## src/rtl/gf_pkg.sv

```systemverilog
// GF(2^8) field definitions shared by the RS/BCH datapath blocks.
// Field multiply reduces by the primitive polynomial x^8+x^4+x^3+x^2+1.
package gf_pkg;

  localparam int unsigned SYMB_WIDTH     = 8;
  localparam int unsigned T_LEN          = 8;
  localparam int unsigned FF_STEP__CHIEN = 2;
  localparam logic [SYMB_WIDTH:0] PRIM_POLY = 9'h11D;

  // Shift-and-add multiply with reduction on every carry out of the MSB.
  function automatic logic [SYMB_WIDTH-1:0] gf_mult(input logic [SYMB_WIDTH-1:0] a,
                                                    input logic [SYMB_WIDTH-1:0] b);
    logic [SYMB_WIDTH-1:0] prod;
    logic [SYMB_WIDTH-1:0] sh;
    prod = '0;
    sh   = a;
    for (int i = 0; i < int'(SYMB_WIDTH); i++) begin
      if (b[i]) prod = prod ^ sh;
      sh = sh[SYMB_WIDTH-1] ? ((sh << 1) ^ PRIM_POLY[SYMB_WIDTH-1:0]) : (sh << 1);
    end
    return prod;
  endfunction

endpackage

```

## src/rtl/gf_poly_eval_pipe_pkg.sv

```systemverilog
// Elaboration helpers for the pipelined polynomial evaluator.
package gf_poly_eval_pipe_pkg;

  function automatic int unsigned pipe_lat(input int unsigned deg, input int unsigned step);
    return (deg + step - 1) / step;
  endfunction

  // Index of the last Horner stage feeding register slice s.
  function automatic int unsigned slice_end(input int unsigned s, input int unsigned deg,
                                            input int unsigned step);
    return ((s + 1) * step < deg) ? (s + 1) * step : deg;
  endfunction

endpackage

```

## src/rtl/gf_poly_eval_pipe_if.sv

```systemverilog
// Coefficient-load, evaluation-point and result streams of gf_poly_eval_pipe.
interface gf_poly_eval_pipe_if
  import gf_pkg::*;
#(
  parameter int unsigned DEG     = T_LEN,
  parameter int unsigned PAR_NUM = 1
);

  logic                                  poly_vld_i;
  logic                                  poly_rdy_o;
  logic [DEG:0][SYMB_WIDTH-1:0]          poly_i;
  logic                                  symb_vld_i;
  logic                                  symb_rdy_o;
  logic [PAR_NUM-1:0][SYMB_WIDTH-1:0]    symb_i;
  logic                                  symb_last_i;
  logic                                  eval_vld_o;
  logic                                  eval_rdy_i;
  logic [PAR_NUM-1:0][SYMB_WIDTH-1:0]    eval_o;
  logic [PAR_NUM-1:0]                    eval_zero_o;
  logic                                  eval_last_o;
  logic                                  busy_o;

  modport slave (
    input  poly_vld_i, poly_i, symb_vld_i, symb_i, symb_last_i, eval_rdy_i,
    output poly_rdy_o, symb_rdy_o, eval_vld_o, eval_o, eval_zero_o, eval_last_o, busy_o
  );

  modport master (
    output poly_vld_i, poly_i, symb_vld_i, symb_i, symb_last_i, eval_rdy_i,
    input  poly_rdy_o, symb_rdy_o, eval_vld_o, eval_o, eval_zero_o, eval_last_o, busy_o
  );

endinterface

```

## src/rtl/gf_horner_stage.sv

```systemverilog
// One Horner step for PAR_NUM lanes: acc_o = acc_i * x_i + coef_i over GF(2^m).
module gf_horner_stage
  import gf_pkg::*;
#(
  parameter int unsigned PAR_NUM = 1
) (
  input  logic [SYMB_WIDTH-1:0]              coef_i,
  input  logic [PAR_NUM-1:0][SYMB_WIDTH-1:0] acc_i,
  input  logic [PAR_NUM-1:0][SYMB_WIDTH-1:0] x_i,
  output logic [PAR_NUM-1:0][SYMB_WIDTH-1:0] acc_o
);

  for (genvar p = 0; p < PAR_NUM; p++) begin : g_lane
    assign acc_o[p] = gf_mult(acc_i[p], x_i[p]) ^ coef_i;
  end

endmodule

```

## src/rtl/gf_poly_eval_pipe.sv

```systemverilog
// Pipelined Horner evaluator: PAR_NUM points per beat against a stored polynomial,
// with a register slice every FF_STEP stages and whole-pipe stall on backpressure.
module gf_poly_eval_pipe
  import gf_pkg::*;
  import gf_poly_eval_pipe_pkg::*;
#(
  parameter int unsigned DEG     = T_LEN,
  parameter int unsigned PAR_NUM = 1,
  parameter int unsigned FF_STEP = FF_STEP__CHIEN
) (
  input logic                 aclk,
  input logic                 areset,
  gf_poly_eval_pipe_if.slave  bus
);

  localparam int unsigned L     = pipe_lat(DEG, FF_STEP);
  localparam int unsigned CNT_W = $clog2(L + 2);

  typedef logic [PAR_NUM-1:0][SYMB_WIDTH-1:0] lanes_t;
  typedef logic [DEG:0][SYMB_WIDTH-1:0]       coef_t;

  coef_t              coef_q, coef_d;
  logic [L-1:0]       vld_q, vld_d, last_q, last_d;
  lanes_t             x_q [L];
  lanes_t             x_d [L];
  lanes_t             acc_q [L];
  lanes_t             acc_d [L];
  logic [PAR_NUM-1:0] zero_q, zero_d;
  logic [CNT_W-1:0]   cnt_q, cnt_d;

  lanes_t st_acc_in [1:DEG];
  lanes_t st_x      [1:DEG];
  lanes_t st_out    [1:DEG];
  lanes_t slice_res [L];

  logic adv_c, beat_acc_c, out_hs_c, poly_rdy_c, load_c;

  // Stage k sits in slice (k-1)/FF_STEP; its first stage reads the previous slice register.
  for (genvar k = 1; k <= DEG; k++) begin : g_stage
    localparam int unsigned SIDX = (k - 1) / FF_STEP;
    if (k == 1) begin : g_head
      assign st_acc_in[k] = {PAR_NUM{coef_q[DEG]}};
    end else if ((k - 1) % FF_STEP == 0) begin : g_cut
      assign st_acc_in[k] = acc_q[SIDX-1];
    end else begin : g_chain
      assign st_acc_in[k] = st_out[k-1];
    end
    if (SIDX == 0) begin : g_x_in
      assign st_x[k] = bus.symb_i;
    end else begin : g_x_reg
      assign st_x[k] = x_q[SIDX-1];
    end
    gf_horner_stage #(.PAR_NUM(PAR_NUM)) u_stage (
      .coef_i (coef_q[DEG-k]),
      .acc_i  (st_acc_in[k]),
      .x_i    (st_x[k]),
      .acc_o  (st_out[k])
    );
  end

  for (genvar s = 0; s < L; s++) begin : g_slice
    localparam int unsigned SEND = slice_end(s, DEG, FF_STEP);
    assign slice_res[s] = st_out[SEND];
  end

  always_comb begin
    adv_c      = bus.eval_rdy_i | ~vld_q[L-1];
    beat_acc_c = bus.symb_vld_i & adv_c;
    out_hs_c   = vld_q[L-1] & bus.eval_rdy_i;
    poly_rdy_c = (cnt_q == '0) & ~bus.symb_vld_i;
    load_c     = bus.poly_vld_i & poly_rdy_c;
    coef_d     = coef_q;
    vld_d      = vld_q;
    last_d     = last_q;
    x_d        = x_q;
    acc_d      = acc_q;
    zero_d     = zero_q;
    cnt_d      = cnt_q + CNT_W'(beat_acc_c) - CNT_W'(out_hs_c);
    if (load_c) coef_d = bus.poly_i;
    // Every slice shifts together; a stalled output freezes the whole pipe.
    if (adv_c) begin
      vld_d[0]  = bus.symb_vld_i;
      last_d[0] = bus.symb_last_i;
      x_d[0]    = bus.symb_i;
      acc_d[0]  = slice_res[0];
      for (int s = 1; s < int'(L); s++) begin
        vld_d[s]  = vld_q[s-1];
        last_d[s] = last_q[s-1];
        x_d[s]    = x_q[s-1];
        acc_d[s]  = slice_res[s];
      end
      for (int p = 0; p < int'(PAR_NUM); p++) begin
        zero_d[p] = (slice_res[L-1][p] == '0);
      end
    end
  end

  always_ff @(posedge aclk or posedge areset) begin
    if (areset) begin
      coef_q <= '0;
      vld_q  <= '0;
      last_q <= '0;
      x_q    <= '{default: '0};
      acc_q  <= '{default: '0};
      zero_q <= '0;
      cnt_q  <= '0;
    end else begin
      coef_q <= coef_d;
      vld_q  <= vld_d;
      last_q <= last_d;
      x_q    <= x_d;
      acc_q  <= acc_d;
      zero_q <= zero_d;
      cnt_q  <= cnt_d;
    end
  end

  assign bus.poly_rdy_o  = poly_rdy_c;
  assign bus.symb_rdy_o  = adv_c;
  assign bus.eval_vld_o  = vld_q[L-1];
  assign bus.eval_o      = acc_q[L-1];
  assign bus.eval_zero_o = zero_q;
  assign bus.eval_last_o = last_q[L-1];
  assign bus.busy_o      = (cnt_q != '0);

endmodule

```

## src/flat_wrapper.sv

```systemverilog
// flat-port wrapper written by rule: the top's interface ports become plain ports
module gf_poly_eval_pipe_flat import gf_pkg::*; import gf_poly_eval_pipe_pkg::*;
#(
  parameter int unsigned DEG     = T_LEN,
  parameter int unsigned PAR_NUM = 1,
  parameter int unsigned FF_STEP = FF_STEP__CHIEN
)
  (aclk, areset, bus_poly_vld_i, bus_poly_i, bus_symb_vld_i, bus_symb_i, bus_symb_last_i, bus_eval_rdy_i, bus_poly_rdy_o, bus_symb_rdy_o, bus_eval_vld_o, bus_eval_o, bus_eval_zero_o, bus_eval_last_o, bus_busy_o);
  gf_poly_eval_pipe_if #(.DEG(DEG), .PAR_NUM(PAR_NUM)) bus_i ();
  input logic aclk;
  input logic areset;
  input wire logic [$bits(bus_i.poly_vld_i)-1:0] bus_poly_vld_i;
  input wire logic [$bits(bus_i.poly_i)-1:0] bus_poly_i;
  input wire logic [$bits(bus_i.symb_vld_i)-1:0] bus_symb_vld_i;
  input wire logic [$bits(bus_i.symb_i)-1:0] bus_symb_i;
  input wire logic [$bits(bus_i.symb_last_i)-1:0] bus_symb_last_i;
  input wire logic [$bits(bus_i.eval_rdy_i)-1:0] bus_eval_rdy_i;
  output wire logic [$bits(bus_i.poly_rdy_o)-1:0] bus_poly_rdy_o;
  output wire logic [$bits(bus_i.symb_rdy_o)-1:0] bus_symb_rdy_o;
  output wire logic [$bits(bus_i.eval_vld_o)-1:0] bus_eval_vld_o;
  output wire logic [$bits(bus_i.eval_o)-1:0] bus_eval_o;
  output wire logic [$bits(bus_i.eval_zero_o)-1:0] bus_eval_zero_o;
  output wire logic [$bits(bus_i.eval_last_o)-1:0] bus_eval_last_o;
  output wire logic [$bits(bus_i.busy_o)-1:0] bus_busy_o;
  assign bus_i.poly_vld_i = bus_poly_vld_i;
  assign bus_i.poly_i = bus_poly_i;
  assign bus_i.symb_vld_i = bus_symb_vld_i;
  assign bus_i.symb_i = bus_symb_i;
  assign bus_i.symb_last_i = bus_symb_last_i;
  assign bus_i.eval_rdy_i = bus_eval_rdy_i;
  assign bus_poly_rdy_o = bus_i.poly_rdy_o;
  assign bus_symb_rdy_o = bus_i.symb_rdy_o;
  assign bus_eval_vld_o = bus_i.eval_vld_o;
  assign bus_eval_o = bus_i.eval_o;
  assign bus_eval_zero_o = bus_i.eval_zero_o;
  assign bus_eval_last_o = bus_i.eval_last_o;
  assign bus_busy_o = bus_i.busy_o;
  gf_poly_eval_pipe #(.DEG(DEG), .PAR_NUM(PAR_NUM), .FF_STEP(FF_STEP)) u_core (.aclk(aclk), .areset(areset), .bus(bus_i));
endmodule
```

## config.mk

```make
export PLATFORM = sky130hd
export DESIGN_NAME = gf_poly_eval_pipe_flat
export DESIGN_NICKNAME = d
export VERILOG_FILES = /design/src/rtl/gf_pkg.sv /design/src/rtl/gf_poly_eval_pipe_pkg.sv /design/src/rtl/gf_poly_eval_pipe_if.sv /design/src/rtl/gf_horner_stage.sv /design/src/rtl/gf_poly_eval_pipe.sv /design/src/flat_wrapper.sv
export SDC_FILE = /design/constraint.sdc
export NUM_CORES = 1
export LEC_CHECK = 0
export ABC_AREA = 1
export CAP_MARGIN = 20
export CORE_MARGIN = 2
export CORE_UTILIZATION = 57
export CTS_CLUSTER_SIZE = 16
export DETAILED_ROUTE_END_ITERATION = 16
export PLACE_DENSITY_LB_ADDON = 0.05
export SLEW_MARGIN = 15
export SYNTH_ARGS = -nofsm -noshare
export SYNTH_HDL_FRONTEND = slang
export SYNTH_HIERARCHICAL = 1
export SYNTH_SLANG_ARGS = --single-unit
```

## constraint.sdc

```tcl
create_clock -name aclk -period 4.9 [get_ports aclk]
set_clock_uncertainty 0.05 [all_clocks]
set_input_delay 0.98 -clock aclk [delete_from_list [all_inputs] [get_ports aclk]]
set_output_delay 0.98 -clock aclk [all_outputs]
set_load 0.005 [all_outputs]
```

==> flow_metrics.py, run 1 <==
metrics = {
    "outcome": {
        "status": "completed",
    },
    "drt": {
        "wl_per_cell_microns": 13.8,
        "drc": 0,
        "drt-initial-drc-count": 1117,
        "ant_nets": 0,
        "dr_total_vias": 19285,
        "drt_pre_antenna_iters": 5,
        "viasPerCell": 5.16,
        "drt_wl_total_mm": 51.8,
    },
    "clocking": {
        "cts_tree": "built",
        "htreeDepth": 4,
        "cts.sinks": 140,
        "cts_buffer_depth": 2,
        "cts-resized-gates": 0,
        "clkLatencyLatePin_ns": 0.45,
        "cts-root-buf": "clkbuf_16",
        "hold_buffers": 0,
        "cts_buffers": 17,
        "post_cts_buffers": 0,
        "clk_pin_slew_ns": 0.07,
    },
    "synth": {
        "synth.distinct_cells": 35,
        "yosys.area.top_type_share_pct": 30.1,
        "ys_warn_count": 6,
        "synth_top_area_cell": "nand2_1",
        "synthCells": 3255,
        "synth_edf_count": 0,
        "async_flop_share_pct": 100,
        "ys.flop_type": "dfrtp_1",
        "synth.area.top_cells": "nand2_1, dfrtp_1, nand3_1, inv_1, xnor2_1",
        "ys_ff_latch": 140,
        "synth_common_cells": "nand2_1, nand3_1, inv_1, nand2_2, dfrtp_1",
        "avgSynthCellArea_sq_um": 5.80,
        "synth_most_common_cell": "nand2_1",
        "yosysSeqAreaShare_pct": 18.5,
        "synth_fp_nets": 3344,
        "syn_area_sq_um": 18900,
    },
    "setup_path": {
        "critical_path.startpoint": "u_core/acc_q[15]",
        "crit_fanout": 11,
        "path_common_cell": "nand2_1",
        "endpoint": "u_core/bus.eval_zero_o",
        "worstPathArrival_ns": 4.55,
        "cp_num_buf_inv": 3,
        "path_delay_family": "simple AND/OR/NAND/NOR gates",
        "crit_type": "flop to flop",
        "startpoint_type": "flop",
        "crit_slowest_cell": "dfrtp_1",
        "cp-end-kind": "flop",
        "crit_cells": 26,
        "reg2regPathDepth": 26,
        "reg2reg_to": "u_core/bus.eval_zero_o",
        "cp_slowest_stage_delay_ns": 0.47,
        "r2r_slack_ns": 0.67,
        "timing.rr.start": "u_core/acc_q[15]",
        "required_ns": 5.21,
    },
    "timing": {
        "rsz0062_at_grt": "false",
        "worst_slack_ns": 0.667,
        "worst_pin_slew_ns": 1.04,
        "finalCritPeriodShare_pct": 86.4,
        "setup_violations": 0,
        "max_freq_mhz": 236,
        "min_period_ns": 4.23,
        "finalHoldViolations": 0,
        "slew_headroom_pct": 30.4,
        "tns_ns": 0,
        "slew_viol_final": 0,
    },
    "floorplanning": {
        "die-height_microns": 186,
        "ios": 100,
        "start_util_pct": 57.9,
        "design.die.area_sq_um": 34600,
        "fp-row-count": 66,
        "fp.dieW_microns": 186,
        "core_area_sq_um": 32600,
    },
    "layout": {
        "synthToLayoutAreaGrowth_pct": 7.92,
        "antenna_cells_inserted": 0,
        "drive_gt1_share_pct": 12.4,
        "fin_nets": 3372,
    },
    "grt": {
        "grt-ovfl-total": 0,
        "antenna_found_initial": 0,
        "grt_pass1_vias": 18164,
        "grt_max_degree": 94,
        "grt_pass1_wl_mm": 85.8,
        "gr-usage-all-layers_pct": 30.6,
    },
    "placed_design": {
        "port_buffers": 99,
        "pre_cts_slack_ns": 0.390,
        "dp_hpwl_mm": 38.7,
        "gp_congestion": 0.937,
    },
    "job": {
        "drv_cap": 0,
    },
    "worst_hold_path": {
        "hold_class": "flop to flop",
    },
}
cell usage in the layout (no fill, tap or decap), types with 3 or more instances in the layout:
cell | Yosys | final
nand3_2 | 32 | 32
or2_1 | 16 | 16
dfrtp_1 | 140 | 140
inv_2 | 70 | 70
clkdlybuf4s50_1 | 0 | 99
clkbuf_16 | 0 | 17
nor2_2 | 15 | 15
xnor2_1 | 136 | 136
buf_4 | 15 | 36
or2_2 | 7 | 7
nand3b_1 | 20 | 20
nand2_2 | 164 | 165
xor2_1 | 136 | 136
xnor2_2 | 21 | 21
nand2_4 | 18 | 18
inv_8 | 0 | 3
nand4_1 | 24 | 24
nand2_1 | 1514 | 1513
clkinv_4 | 0 | 3
nor2_1 | 82 | 82
o21ai_0 | 41 | 41
a21oi_2 | 7 | 7
o21ai_1 | 8 | 8
inv_1 | 330 | 329
inv_6 | 0 | 7
nand3_1 | 337 | 337
per-stage QoR:
step	util (%)	hold WS (ns)	area, sq um	instances
final	62.5	0.399	20400	3738
after global routing	62.5	0.426	20400	3738
after CTS	62.4	0.405	20400	3737
after detailed placement	60.6	0.390	19800	3705
after global placement	60.6	0.396	19800	3705
after floorplan	-	0.370	18900	3255
per-layer routing:
layer  vias to the layer above  global-route usage, %  part of all wire (%)
li1                       9904                      -                     -
met2                       480                   55.0                    48
met1                      8811                   38.1                    45
met3                        90                   3.48                   4.8
met5                         -                      0                     0
met4                         0                   9.45                   2.4
worst min-delay path, delay by kind of cell, from the launching register on:
family	cells	cell delay, ns
buffers and inverters	1	0.05
and+or+nand+nor	1	0.06
DFF	1	0.32
cell families after synthesis:
family	Yosys count	share of synthesized area (%)
compound gates	59	1.72
xor+xnor	293	14.4
fa+ha+maj	3	0.238
buf+inv	527	13.1
flops	140	18.5
simple gates	2233	52.0
area by class of cell:
class | instances | area [sq um]
clock buffer | 18 | 439
clock inverter | 14 | 173
fill | 3245 | 12200
inverter | 400 | 1510
multi-input combinational | 2588 | 12900
sequential | 140 | 3500
tap | 442 | 553
timing repair buffer | 136 | 1280
worst min-delay path by stage:
stage	slack, ns	endpoint	startpoint	cells past startpoint
after CTS	0.41	u_core/vld_q[3]	u_core/vld_q[2]	2
after floorplan	0.37	u_core/vld_q[3]	u_core/vld_q[2]	2
after global routing	0.43	u_core/vld_q[3]	u_core/vld_q[2]	2
final	0.40	u_core/vld_q[3]	u_core/vld_q[2]	2
after global placement	0.40	u_core/vld_q[3]	u_core/vld_q[2]	2
after detailed placement	0.39	u_core/vld_q[3]	u_core/vld_q[2]	2
flip-flops by register name (all words and copies together), names as in the netlist:
signal	cells
u_core/coef_q	72
u_core/vld_q	4
u_core/last_q	4
u_core/bus.eval_zero_o	1
u_core/cnt_q	3
u_core/st_x	24
u_core/acc_q	24
u_core/bus.eval_o	8
Power of run 1 is not shown: default switching activity piles up to over one toggle a cycle in this logic, so the estimate is an artifact.
==> run 2, diff against run 1 <==
CAP_MARGIN = unset   (was 20)
==> run 2 against run 1 <==
Effect of this change:
- die area unchanged
- final cell count is essentially flat
- worst setup slack gained 0.028 ns
- clock-buffer cell count is the same
- via count increased by 0.29%
- sequential share of layout area about the same
- hold slack worse by 0.00062 ns
- flip-flop and latch count stayed put
- first-iteration DRC count is 5.1% lower
- critical path depth unchanged
==> flow_metrics.py, run 2 (same netlist as run 1, synthesis figures left out) <==
metrics = {
    "floorplanning": {
        "fp.dieW_microns": 186,
        "design.die.area_sq_um": 34600,
        "core_area_sq_um": 32600,
        "start_util_pct": 57.9,
        "ios": 100,
        "fp-row-count": 66,
        "die-height_microns": 186,
    },
    "placed_design": {
        "gp_congestion": 0.937,
        "port_buffers": 99,
        "placed_cell_area_sq_um": 19800,
        "dp_hpwl_mm": 38.7,
    },
    "setup_path": {
        "worstPathArrival_ns": 4.52,
        "startpoint_type": "flop",
        "cp-end-kind": "flop",
        "required_ns": 5.21,
        "reg2regPathDepth": 26,
        "crit_type": "flop to flop",
        "crit_fanout": 11,
    },
    "layout": {
        "final_common_cell": "nand2_1",
        "post-route-util_pct": 62.4,
        "synthToLayoutAreaGrowth_pct": 7.82,
        "drive_gt1_share_pct": 12.4,
        "regArea_sq_um": 3500,
        "layout_common_cells": "nand2_1, nand3_1, inv_1, nand2_2, dfrtp_1",
        "multi_input_area_sq_um": 12900,
        "fin_nets": 3371,
        "largest_register_ffs": 72,
        "regMostFlops": "u_core/coef_q",
        "fill_cells": 3247,
        "stdcell_area_sq_um": 20400,
        "antenna_cells_inserted": 0,
    },
    "timing": {
        "holdWs_ns": 0.399,
        "slew_headroom_pct": 28.8,
        "tns_ns": 0,
        "max_freq_mhz": 238,
        "worst_pin_slew_ns": 1.07,
        "slew_viol_final": 0,
        "finalHoldViolations": 0,
        "setup_violations": 0,
        "rsz0062_at_grt": "false",
        "min_period_ns": 4.21,
        "finalCritPeriodShare_pct": 85.8,
    },
    "grt": {
        "grt-ovfl-total": 0,
        "antenna_found_initial": 0,
        "grt_pass1_vias": 18164,
        "gr-usage-all-layers_pct": 30.6,
        "grt_pass1_wl_mm": 85.8,
        "grt_max_degree": 94,
    },
    "drt": {
        "drt_pre_antenna_iters": 5,
        "viasPerCell": 5.18,
        "drt_wl_total_mm": 51.8,
        "dr_total_vias": 19340,
        "ant_nets": 0,
        "drt-initial-drc-count": 1060,
        "drc": 0,
        "wl_per_cell_microns": 13.8,
    },
    "clocking": {
        "cts_buffers": 17,
        "cts-resized-gates": 0,
        "post_cts_buffers": 0,
        "hold_buffers": 0,
        "clk_pin_slew_ns": 0.07,
        "htreeDepth": 4,
        "clkLatencyLatePin_ns": 0.45,
        "cts.sinks": 140,
        "cts-root-buf": "clkbuf_16",
        "cts_buffer_depth": 2,
        "cts_tree": "built",
    },
    "outcome": {
        "status": "completed",
    },
    "job": {
        "drv_cap": 0,
    },
    "worst_hold_path": {
        "hold_class": "flop to flop",
        "holdPathStages": 2,
    },
}
run 2: cell types whose count changed in the layout (fill, tap and decap cells not counted), sizes merged:
cell	previous run	this run
buf	37	36
run 2: final cells by class:
cell class | count | share of cell area, %
clock buffers | 18 | 2.16
clock inverters | 14 | 0.848
inverters | 400 | 7.40
multi-input cells | 2588 | 63.5
flip-flops and latches | 140 | 17.2
well taps | 442 | 2.72
repair buffers | 135 | 6.19
run 2: stage by stage:
| stage | worst slack (ns) | cells |
|---|---|---|
| finish | 0.695 | 3737 |
| global route | 0.330 | 3737 |
| CTS | 0.764 | 3737 |
| global placement | 0.415 | 3705 |
| detailed placement | 0.390 | 3705 |
| floorplan | 0.117 | 3255 |
run 2: critical path: stages (launching register included):
cell and delay, ns:
dfrtp_1 0.47, buf_4 0.22, nand2_2 0.08, xnor2_2 0.16, xnor2_1 0.30, xor2_1 0.27
or2_1 0.15, nand2_1 0.05, nand2_1 0.05, nand2_1 0.36, inv_2 0.29, nand2_1 0.12
nand3_1 0.12, nand2_2 0.17, inv_2 0.15, nand2_1 0.10, nand2_2 0.09, nand2_1 0.05
nand2_1 0.07, nand3_1 0.09, nand3_2 0.11, nand2_1 0.06, nand2_1 0.06, nand2_1 0.08
nor2_1 0.11, nand2_1 0.12, o21ai_0 0.17
run 2: worst paths after layout:
path	from	end	slack [ns]
max in group asynchronous	areset	u_core/last_q[3]	2.85
hold reg to reg	u_core/vld_q[2]	u_core/vld_q[3]	0.40
setup / recovery	u_core/acc_q[15]	u_core/bus.eval_zero_o	0.69
min in group asynchronous	areset	u_core/coef_q[67]	1.04
setup reg to reg	u_core/acc_q[15]	u_core/bus.eval_zero_o	0.69
hold / removal	u_core/vld_q[2]	u_core/vld_q[3]	0.40
run 2: layer usage:
| layer | vias up | GRT usage, % | wire length (microns) |
|---|---|---|---|
| li1 | 9910 | - | - |
| met1 | 8867 | 38.1 | 23000 |
| met2 | 476 | 55.0 | 25100 |
| met3 | 87 | 3.48 | 2460 |
| met4 | 0 | 9.45 | 1220 |
| met5 | - | 0 | 0 |
Power of run 2 is left out for the same reason.
